===== src/rtl/fp_issue_scheduler_if.sv =====
// Requester, datapath and response signals of the shared FP issue scheduler.
// The slave modport is the scheduler side; the master modport is the environment side.
interface fp_issue_scheduler_if #(
  parameter int NUM_REQ = 4,
  parameter int ID_W    = 2
);
  logic [NUM_REQ-1:0]    req;
  logic [2*NUM_REQ-1:0]  req_op;
  logic [32*NUM_REQ-1:0] req_a;
  logic [32*NUM_REQ-1:0] req_b;
  logic [NUM_REQ-1:0]    gnt;
  logic [31:0]           fpu_dataa;
  logic [31:0]           fpu_datab;
  logic                  fpu_add_sub;
  logic [31:0]           fpu_addsub_result;
  logic [31:0]           fpu_mul_result;
  logic                  rsp_valid;
  logic [ID_W-1:0]       rsp_id;
  logic [31:0]           rsp_result;
  logic                  busy;

  modport slave (
    input  req, req_op, req_a, req_b,
    input  fpu_addsub_result, fpu_mul_result,
    output gnt, fpu_dataa, fpu_datab, fpu_add_sub,
    output rsp_valid, rsp_id, rsp_result, busy
  );

  modport master (
    output req, req_op, req_a, req_b,
    output fpu_addsub_result, fpu_mul_result,
    input  gnt, fpu_dataa, fpu_datab, fpu_add_sub,
    input  rsp_valid, rsp_id, rsp_result, busy
  );
endinterface


===== src/rtl/fp_issue_scheduler.sv =====
// Round-robin issue of FP ops onto a shared add/sub + mul datapath,
// with a shifting writeback reservation table so completions never collide.
module fp_issue_scheduler #(
  parameter int NUM_REQ = 4,
  parameter int ADD_LAT = 7,
  parameter int MUL_LAT = 5,
  parameter int ID_W    = 2
) (
  input  logic                clk,
  input  logic                reset,
  fp_issue_scheduler_if.slave bus
);

  localparam logic [1:0] OP_ADD  = 2'd0;
  localparam logic [1:0] OP_MUL  = 2'd2;
  localparam logic [1:0] OP_NAN  = 2'd3;
  localparam logic [1:0] SRC_ADD = 2'd0;
  localparam logic [1:0] SRC_MUL = 2'd1;
  localparam logic [1:0] SRC_NAN = 2'd2;
  localparam logic [ID_W-1:0] PTR_RST = ID_W'(NUM_REQ - 1);

  logic [ADD_LAT:1] r_vld;
  logic [ID_W-1:0]  r_id  [1:ADD_LAT];
  logic [1:0]       r_src [1:ADD_LAT];
  logic [ID_W-1:0]  r_ptr;
  logic             r_rsp_valid;
  logic [ID_W-1:0]  r_rsp_id;
  logic [31:0]      r_rsp_result;

  logic [1:0]         w_op [NUM_REQ];
  logic [NUM_REQ-1:0] w_elig;
  logic [NUM_REQ-1:0] w_gnt;
  logic               w_found;
  logic [ID_W-1:0]    w_sel;
  logic [1:0]         w_gop;
  logic [31:0]        w_a;
  logic [31:0]        w_b;
  logic [31:0]        w_cres;

  // An op of latency L needs slot[L+1] free before the shift.
  always_comb begin
    w_elig = '0;
    for (int i = 0; i < NUM_REQ; i++) begin
      w_op[i] = bus.req_op[2*i +: 2];
      unique case (w_op[i])
        OP_MUL:  w_elig[i] = bus.req[i] && !r_vld[MUL_LAT+1];
        OP_NAN:  w_elig[i] = bus.req[i] && !r_vld[2];
        default: w_elig[i] = bus.req[i];
      endcase
    end
  end

  always_comb begin
    w_found = 1'b0;
    w_sel   = '0;
    for (int k = 0; k < NUM_REQ; k++) begin
      for (int i = 0; i < NUM_REQ; i++) begin
        if (!w_found && w_elig[i] &&
            ((int'(r_ptr) + 1 + k) % NUM_REQ) == i) begin
          w_found = 1'b1;
          w_sel   = ID_W'(i);
        end
      end
    end
    if (reset) begin
      w_found = 1'b0;
      w_sel   = '0;
    end
  end

  // w_sel stays 0 without a grant, so requester 0 drives the datapath.
  always_comb begin
    w_gnt = '0;
    w_a   = bus.req_a[31:0];
    w_b   = bus.req_b[31:0];
    w_gop = w_op[0];
    for (int i = 0; i < NUM_REQ; i++) begin
      if (w_sel == ID_W'(i)) begin
        w_a   = bus.req_a[32*i +: 32];
        w_b   = bus.req_b[32*i +: 32];
        w_gop = w_op[i];
        w_gnt[i] = w_found;
      end
    end
  end

  always_comb begin
    unique case (r_src[1])
      SRC_ADD: w_cres = bus.fpu_addsub_result;
      SRC_MUL: w_cres = bus.fpu_mul_result;
      default: w_cres = 32'h7fffffff;
    endcase
  end

  always_ff @(posedge clk or posedge reset) begin
    if (reset) begin
      r_vld        <= '0;
      r_ptr        <= PTR_RST;
      r_rsp_valid  <= 1'b0;
      r_rsp_id     <= '0;
      r_rsp_result <= '0;
      for (int k = 1; k <= ADD_LAT; k++) begin
        r_id[k]  <= '0;
        r_src[k] <= SRC_ADD;
      end
    end else begin
      for (int k = 1; k < ADD_LAT; k++) begin
        r_vld[k] <= r_vld[k+1];
        r_id[k]  <= r_id[k+1];
        r_src[k] <= r_src[k+1];
      end
      r_vld[ADD_LAT] <= 1'b0;
      if (w_found) begin
        r_ptr <= w_sel;
        unique case (w_gop)
          OP_MUL: begin
            r_vld[MUL_LAT] <= 1'b1;
            r_id[MUL_LAT]  <= w_sel;
            r_src[MUL_LAT] <= SRC_MUL;
          end
          OP_NAN: begin
            r_vld[1] <= 1'b1;
            r_id[1]  <= w_sel;
            r_src[1] <= SRC_NAN;
          end
          default: begin
            r_vld[ADD_LAT] <= 1'b1;
            r_id[ADD_LAT]  <= w_sel;
            r_src[ADD_LAT] <= SRC_ADD;
          end
        endcase
      end
      r_rsp_valid <= r_vld[1];
      if (r_vld[1]) begin
        r_rsp_id     <= r_id[1];
        r_rsp_result <= w_cres;
      end
    end
  end

  assign bus.gnt         = w_gnt;
  assign bus.fpu_dataa   = w_a;
  assign bus.fpu_datab   = w_b;
  assign bus.fpu_add_sub = (w_gop == OP_ADD);
  assign bus.rsp_valid   = r_rsp_valid;
  assign bus.rsp_id      = r_rsp_id;
  assign bus.rsp_result  = r_rsp_result;
  assign bus.busy        = |r_vld;

endmodule


===== src/flat_wrapper.sv =====
// flat-port wrapper written by rule: the top's interface ports become plain ports
module fp_issue_scheduler_flat 
#(
  parameter int NUM_REQ = 4,
  parameter int ADD_LAT = 7,
  parameter int MUL_LAT = 5,
  parameter int ID_W    = 2
)
  (clk, reset, bus_req, bus_req_op, bus_req_a, bus_req_b, bus_fpu_addsub_result, bus_fpu_mul_result, bus_gnt, bus_fpu_dataa, bus_fpu_datab, bus_fpu_add_sub, bus_rsp_valid, bus_rsp_id, bus_rsp_result, bus_busy);
  fp_issue_scheduler_if #(.NUM_REQ(NUM_REQ), .ID_W(ID_W)) bus_i ();
  input  logic clk;
  input  logic reset;
  input wire logic [$bits(bus_i.req)-1:0] bus_req;
  input wire logic [$bits(bus_i.req_op)-1:0] bus_req_op;
  input wire logic [$bits(bus_i.req_a)-1:0] bus_req_a;
  input wire logic [$bits(bus_i.req_b)-1:0] bus_req_b;
  input wire logic [$bits(bus_i.fpu_addsub_result)-1:0] bus_fpu_addsub_result;
  input wire logic [$bits(bus_i.fpu_mul_result)-1:0] bus_fpu_mul_result;
  output wire logic [$bits(bus_i.gnt)-1:0] bus_gnt;
  output wire logic [$bits(bus_i.fpu_dataa)-1:0] bus_fpu_dataa;
  output wire logic [$bits(bus_i.fpu_datab)-1:0] bus_fpu_datab;
  output wire logic [$bits(bus_i.fpu_add_sub)-1:0] bus_fpu_add_sub;
  output wire logic [$bits(bus_i.rsp_valid)-1:0] bus_rsp_valid;
  output wire logic [$bits(bus_i.rsp_id)-1:0] bus_rsp_id;
  output wire logic [$bits(bus_i.rsp_result)-1:0] bus_rsp_result;
  output wire logic [$bits(bus_i.busy)-1:0] bus_busy;
  assign bus_i.req = bus_req;
  assign bus_i.req_op = bus_req_op;
  assign bus_i.req_a = bus_req_a;
  assign bus_i.req_b = bus_req_b;
  assign bus_i.fpu_addsub_result = bus_fpu_addsub_result;
  assign bus_i.fpu_mul_result = bus_fpu_mul_result;
  assign bus_gnt = bus_i.gnt;
  assign bus_fpu_dataa = bus_i.fpu_dataa;
  assign bus_fpu_datab = bus_i.fpu_datab;
  assign bus_fpu_add_sub = bus_i.fpu_add_sub;
  assign bus_rsp_valid = bus_i.rsp_valid;
  assign bus_rsp_id = bus_i.rsp_id;
  assign bus_rsp_result = bus_i.rsp_result;
  assign bus_busy = bus_i.busy;
  fp_issue_scheduler #(.NUM_REQ(NUM_REQ), .ADD_LAT(ADD_LAT), .MUL_LAT(MUL_LAT), .ID_W(ID_W)) u_core (.clk(clk), .reset(reset), .bus(bus_i));
endmodule

===== config.mk =====
export PLATFORM = sky130hd
export DESIGN_NAME = fp_issue_scheduler_flat
export DESIGN_NICKNAME = d
export VERILOG_FILES = /design/src/rtl/fp_issue_scheduler_if.sv /design/src/rtl/fp_issue_scheduler.sv /design/src/flat_wrapper.sv
export SDC_FILE = /design/constraint.sdc
export NUM_CORES = 1
export LEC_CHECK = 0
export CORE_AREA = 3 3 169 171
export CTS_BUF_LIST = sky130_fd_sc_hd__clkbuf_16
export DETAILED_ROUTE_END_ITERATION = 12
export DIE_AREA = 0 0 172 174
export PLACE_DENSITY = 0.49
export SLEW_MARGIN = 20
export SYNTH_ARGS = -nofsm -noshare
export SYNTH_HDL_FRONTEND = slang
export SYNTH_SLANG_ARGS = --single-unit

===== constraint.sdc =====
create_clock -name clk -period 10.45 [get_ports clk]
set_input_delay 2.09 -clock clk [delete_from_list [all_inputs] [get_ports clk]]
set_output_delay 2.09 -clock clk [all_outputs]
set_load 0.005 [all_outputs]

==> impl_metrics.yaml, run 1 <==
status:
  status: "finished, final reports clean"
synthesis:
  synth_enable_flop_cells: 0
  synth.yosys.seq_area_share: 0.326
  ys.warnings.count: 0
  syn_avg_cell_area_um2: 8.91
  post_synth_num_cell_types: 46
  post_synthesis_instance_area_um2: 4920
  synth.ff_latch_count: 64
  ys_dominant_reg_cell: "sky130_fd_sc_hd__dfrtp_1"
  synth_cells: 553
  synth.net_count: 887
  asyncSetResetFlopFracSynth: 1.00
floorplan:
  io_pins: 439
  floorplan.die.width_um: 172
  core_area_um2: 27000
  die_area_um2: 29900
  std_cell_rows: 60
  initial_utilization: 0.182
  chipHeight_um: 174
power:
  internal_power_w: 0.00119
  p_clk_frac: 0.155
  seqPwrFrac: 0.232
  p_comb_frac: 0.613
  power_density_nw_per_um2: 186
  p_switching_w: 0.000646
  irDropWorstVdd_v: 0.0000931
  power_leakage_nw: 4.39
  sw_frac_of_total: 0.351
layout:
  count_of_filler_cells_inserted_in_the_layout: 2788
  most_frequent_standard_cell_in_the_layout_excluding_fill_and_tap_cells: "sky130_fd_sc_hd__clkdlybuf4s50_1"
  mostFrequentLayoutCells: "sky130_fd_sc_hd__clkdlybuf4s50_1, sky130_fd_sc_hd__mux2i_1, sky130_fd_sc_hd__nor2_1"
  synthToLayoutAreaGrowth_pct: 101
  final_net_count: 1295
  drive_above_1_share: 0.0487
clock_network:
  tritoncts: "done"
  cts_resized: 0
  holdBufCountCts: 0
  clock_latency_ns: 0.32
  cts.clk_slew.worst_paths_ns: 0.05
  tritoncts_buffer_count: 9
  postCtsSetupBuffers: 0
  htree_num_levels: 3
  max-clock-path-buffers: 2
  clk_root_buffer_cell: "sky130_fd_sc_hd__clkbuf_16"
  clkSinkCount: 64
timing:
  setup_ws_ns: 1.97
  timing_hold_violations_final: 0
  period_needed_ns: 8.48
  worst_slew_pin_slew_ns: 0.940
  setup_viol: 0
  slew_viol_final: 0
  setup_tns_after_final_layout_ns: 0
  clock_skew_ns: 0.00821
  fmax_ghz: 0.118
  maxSlewHeadroom: 0.374
  grt_setup_unrepaired: "false"
  min_period_over_period: 0.811
worst_setup_path:
  critical_path_endpoint_category: "output pin"
  cpMaxStageDelayCell: "sky130_fd_sc_hd__nand3_4"
  critical_path.cell_chain: "clkdlybuf4s50_1 > mux2i_2 > o21ai_2 > or4b_1 > o311ai_1 > nand3_4 > buf_4 > mux2i_1 > a211oi_1 > a21o_1 > clkdlybuf4s50_1"
  setup.worst_path.class: "in2out"
  cp_slowest_stage_delay_ns: 0.73
  setup.worst_path.start_class: "input pin"
  critical_path_arrival_ns: 6.39
  crit_path_buffers_inverters: 3
  worstPathMaxFanout: 45
  rrSetupSlack_ns: 6.94
  worst_path_required_time_ns: 8.36
  cpMostUsedCell: "sky130_fd_sc_hd__clkdlybuf4s50_1"
  timing.critical_path.max_delay_family: "buffers and inverters"
flow_run:
  maxCapViolations: 0
route:
  routed_wire_length_per_instance_um: 19.6
  antenna_violation_net_count_after_detailed_routing: 0
  vias: 5810
  drtIter0Drc: 238
  drc: 0
  routed_wirelength_um: 25600
  detail_route.vias_per_cell: 4.44
  detailed_router_iteration_count_before_antenna_repair: 4
global_route:
  wire_length_of_the_first_global_routing_pass_um: 36100
  grt_antenna_before_repair: 2
  leftover_overflow_at_the_end_of_global_routing: 0
  via_count_of_the_first_global_routing_pass: 5905
  groute.usage.overall: 0.160
  grt_max_degree: 84
placed_design:
  post-place-ws_ns: 2.05
  place.detailed.hpwl_um: 21200
  io_buffer_count: 438
  finalWeightedCongestion: 0.968
hold_path:
  holdCritPathClass: "reg2reg"
metrics by stage:
step	power, W	util	std cells	hold WS (ns)	area [µm²]
5_1_grt	0.00198	0.366	1309	0.353	9890
6_report	0.00184	0.366	1309	0.347	9890
4_1_cts	0.00187	0.366	1307	0.348	9880
3_3_place_gp	0.00158	0.355	1291	0.334	9590
3_5_place_dp	0.00157	0.355	1291	0.336	9590
2_1_floorplan	0.000943	-	553	0.331	4920
cell usage after synthesis (all sizes together) (2+ instances only):
cell type,count,share of area
a21o,66,0.10
and2,3,0.0038
nand2,6,0.0046
nor2b,2,0.0025
clkbuf,29,0.022
a31oi,2,0.0025
a211o,2,0.0036
o21ai,8,0.0097
a21oi,36,0.037
mux2,11,0.025
dfrtp,62,0.32
o21a,2,0.0030
nand3,3,0.0041
nor3,4,0.0041
a221oi,2,0.0048
mux2i,98,0.20
buf,20,0.023
dfstp,2,0.011
nor2,96,0.073
nand2b,5,0.0064
a211oi,67,0.10
inv,12,0.0091
o211ai,2,0.0030
path summary, 6_finish.rpt:
check	start	endpoint	depth (start not counted)
worst max-delay path	bus_req_op[2]	bus_fpu_dataa[9]	11
worst min-delay path	u_core.r_id[7]	u_core.r_id[9]	0
worst max register to register	u_core.r_vld[6]	u_core.r_id[5]	8
worst min register to register	u_core.r_id[7]	u_core.r_id[9]	0
max in group asynchronous	reset	u_core.r_src[12]	3
min in group asynchronous	reset	u_core.r_vld[5]	3
per-layer routing:
layer  GRT usage  up-vias  share of wire  wire [µm]
li1            -     2859              -          -
met1       0.178     2683           0.37       9550
met4      0.0383        0          0.014        354
met3      0.0521       16          0.098       2510
met5           0        -              0          0
met2       0.290      252           0.52      13200
registers in the layout, indices dropped and copies added (netlist names):
register	cells
u_core.bus.rsp_result	32
u_core.r_id	14
u_core.r_vld	7
u_core.r_src	6
u_core.bus.rsp_id	2
u_core.r_ptr	2
u_core.bus.rsp_valid	1
layout make-up:
| type | instances | area (µm²) | area share |
|---|---|---|---|
| Sequential cell | 64 | 1610 | 0.162 |
| Inverter | 12 | 45.0 | 0.00455 |
| Timing Repair Buffer | 446 | 4440 | 0.449 |
| Antenna cell | 2 | 5.00 | 0.000506 |
| Tap cell | 341 | 427 | 0.0431 |
| Clock buffer | 9 | 225 | 0.0228 |
| Multi-Input combinational cell | 428 | 3070 | 0.311 |
| Clock inverter | 7 | 65.1 | 0.00658 |
cells by family after synthesis:
group / count (synthesis) / synth area share
AO/OA/AOI/OAI: 195 / 0.286
AND/OR/NAND/NOR: 124 / 0.109
multiplexers: 109 / 0.225
flip-flops: 64 / 0.326
buffers and inverters: 61 / 0.0544
worst register-to-register path, delay by kind of cell (launching register included):
kind               cells  cell delay (ns)
AOI/OAI and AO/OA      3             0.89
DFF                    1             0.45
muxes                  2             0.59
and+or+nand+nor        3             1.46
power groups by stage:
| stage | clock [W] | combinational [W] | sequential (W) |
|---|---|---|---|
| floorplan | 0 | 0.000525 | 0.000418 |
| finish | 0.000285 | 0.00113 | 0.000427 |
| CTS | 0.000296 | 0.00115 | 0.000428 |
| detailed placement | 0 | 0.00114 | 0.000432 |
| global route | 0.000306 | 0.00123 | 0.000443 |
| global placement | 0 | 0.00115 | 0.000430 |
(Power assumes the default switching activity.)
==> run 2, diff against run 1 <==
- CORE_AREA: 3 3 169 171 -> 3 3 171 173
- DIE_AREA: 0 0 172 174 -> 0 0 174 176
- PLACE_DENSITY: 0.49 -> 0.48
- clock period: 10.45 -> 7.9 ns (I/O delays scaled with it)
==> impl_metrics.yaml, run 2 (synthesized netlist as in run 1, its figures left out) <==
timing:
  worst_hold_slack_ns: 0.346
  slew_viol_final: 0
  period_needed_ns: 7.10
  setup_viol: 0
  grt_setup_unrepaired: "false"
  timing_hold_violations_final: 0
  setup_tns_after_final_layout_ns: 0
  worst_slew_pin_slew_ns: 0.958
  maxSlewHeadroom: 0.361
  clock_skew_ns: 0.0111
  fmax_ghz: 0.141
  min_period_over_period: 0.899
route:
  drtIter0Drc: 245
  antenna_violation_net_count_after_detailed_routing: 0
  drc: 0
  detailed_router_iteration_count_before_antenna_repair: 5
  detail_route.vias_per_cell: 4.29
  vias: 5789
  routed_wirelength_um: 26100
  routed_wire_length_per_instance_um: 19.4
floorplan:
  core_area_um2: 27800
  die_area_um2: 30600
  initial_utilization: 0.177
  io_pins: 439
  chipHeight_um: 176
  floorplan.die.width_um: 174
  std_cell_rows: 61
worst_setup_path:
  r2r_startpoint: "u_core.r_vld[2]"
  worst_path_required_time_ns: 6.32
  critPathLaunch: "bus_req_op[2]"
  critical_path_endpoint_category: "output pin"
  cp_slowest_stage_delay_ns: 0.58
  timing.critical_path.max_delay_family: "buffers and inverters"
  critical_path_arrival_ns: 5.52
  cpMostUsedCell: "sky130_fd_sc_hd__clkdlybuf4s50_1"
  setup.worst_path.class: "in2out"
  critical_path.cell_chain: "clkdlybuf4s50_1 > mux2i_2 > o21ai_2 > or4b_1 > o311ai_1 > nand3_4 > buf_4 > mux2i_1 > a211oi_1 > a21o_1 > clkdlybuf4s50_1"
  setup.worst_path.start_class: "input pin"
  worstPathMaxFanout: 33
  crit_path_buffers_inverters: 3
  cpMaxStageDelayCell: "sky130_fd_sc_hd__nand3_4"
clock_network:
  tritoncts: "done"
  cts.clk_slew.worst_paths_ns: 0.05
  clkSinkCount: 64
  cts_resized: 0
  max-clock-path-buffers: 2
  htree_num_levels: 3
  postCtsSetupBuffers: 0
  clock_latency_ns: 0.33
  clk_root_buffer_cell: "sky130_fd_sc_hd__clkbuf_16"
  tritoncts_buffer_count: 9
  holdBufCountCts: 0
layout:
  most_frequent_standard_cell_in_the_layout_excluding_fill_and_tap_cells: "sky130_fd_sc_hd__clkdlybuf4s50_1"
  final_net_count: 1298
  layout.cell_area.non_filler_um2: 10000
  mostFrequentLayoutCells: "sky130_fd_sc_hd__clkdlybuf4s50_1, sky130_fd_sc_hd__mux2i_1, sky130_fd_sc_hd__nor2_1"
  largest_reg_flops: 32
  synthToLayoutAreaGrowth_pct: 103
  drive_above_1_share: 0.0537
placed_design:
  post_dp_cell_area_um2: 9660
  finalWeightedCongestion: 0.846
  io_buffer_count: 438
  place.detailed.hpwl_um: 21600
global_route:
  via_count_of_the_first_global_routing_pass: 6146
  leftover_overflow_at_the_end_of_global_routing: 0
  groute.usage.overall: 0.163
  wire_length_of_the_first_global_routing_pass_um: 38200
  grt_max_degree: 73
  grt_antenna_before_repair: 4
power:
  p_switching_w: 0.000864
  p_clk_frac: 0.181
  power_leakage_nw: 4.42
  irDropWorstVdd_v: 0.000109
  p_comb_frac: 0.594
  seqPwrFrac: 0.226
  sw_frac_of_total: 0.344
  power_density_nw_per_um2: 251
  internal_power_w: 0.00164
hold_path:
  hold_path.startpoint: "u_core.r_id[7]"
  holdCritPathClass: "reg2reg"
flow_run:
  maxCapViolations: 0
status:
  status: "finished, final reports clean"
run 2: cell types whose count changed in the layout (fill, tap and decap cells not counted):
| cell | change |
|---|---|
| sky130_fd_sc_hd__clkinv_1 | -1 |
| sky130_fd_sc_hd__bufinv_16 | +2 |
| sky130_fd_sc_hd__inv_6 | +1 |
| sky130_fd_sc_hd__buf_4 | +3 |
| sky130_fd_sc_hd__inv_1 | -1 |
| sky130_fd_sc_hd__clkinv_4 | -1 |
run 2: power groups by stage:
stage	Clock (W)	Combinational (W)	Sequential, W
floorplan	0	0.000695	0.000552
finish	0.000453	0.00149	0.000566
CTS	0.000468	0.00151	0.000570
detailed placement	0	0.00150	0.000575
global route	0.000482	0.00162	0.000588
global placement	0	0.00151	0.000570
run 2: layer usage:
metal	up-vias	wire length, µm	global-route usage	part of all wire
li1	2868	-	-	-
met1	2634	9690	0.176	0.37
met2	266	13800	0.303	0.53
met3	17	2450	0.0649	0.094
met4	4	167	0.0271	0.0064
met5	-	23	0	0.00088
run 2: final cells by class:
type	instances	area [µm²]
Sequential cell	64	1610
Clock inverter	7	118
Multi-Input combinational cell	428	3070
Clock buffer	9	225
Antenna cell	2	5.00
Timing Repair Buffer	449	4470
Tap cell	378	473
Inverter	12	45.0
Fill cell	2882	17800
run 2: path summary, 6_finish.rpt:
kind / endpoint / slack (ns) / cells after the start
hold / removal: u_core.r_id[9] / 0.35 / 0
setup / recovery: bus_fpu_datab[29] / 0.80 / 11
hold reg to reg: u_core.r_id[9] / 0.35 / 0
min in group asynchronous: u_core.r_id[11] / 2.21 / 3
setup reg to reg: u_core.r_id[5] / 4.54 / 8
max in group asynchronous: u_core.r_src[12] / 5.09 / 3
run 2: metrics by stage:
step / cells / total power (W) / setup WS [ns] / util
6_report: 1349 / 0.00251 / 0.796 / 0.360
4_1_cts: 1347 / 0.00255 / 0.779 / 0.360
5_1_grt: 1349 / 0.00269 / 0.524 / 0.360
3_5_place_dp: 1331 / 0.00208 / 0.788 / 0.348
3_3_place_gp: 1331 / 0.00208 / 0.836 / 0.348
2_1_floorplan: 553 / 0.00125 / 1.95 / -
==> run 3, diff against run 2 <==
- SLEW_MARGIN: 20 -> default
==> results of run 3 <==
No change in the layout: final DEF, timing and power equal those of run 2.
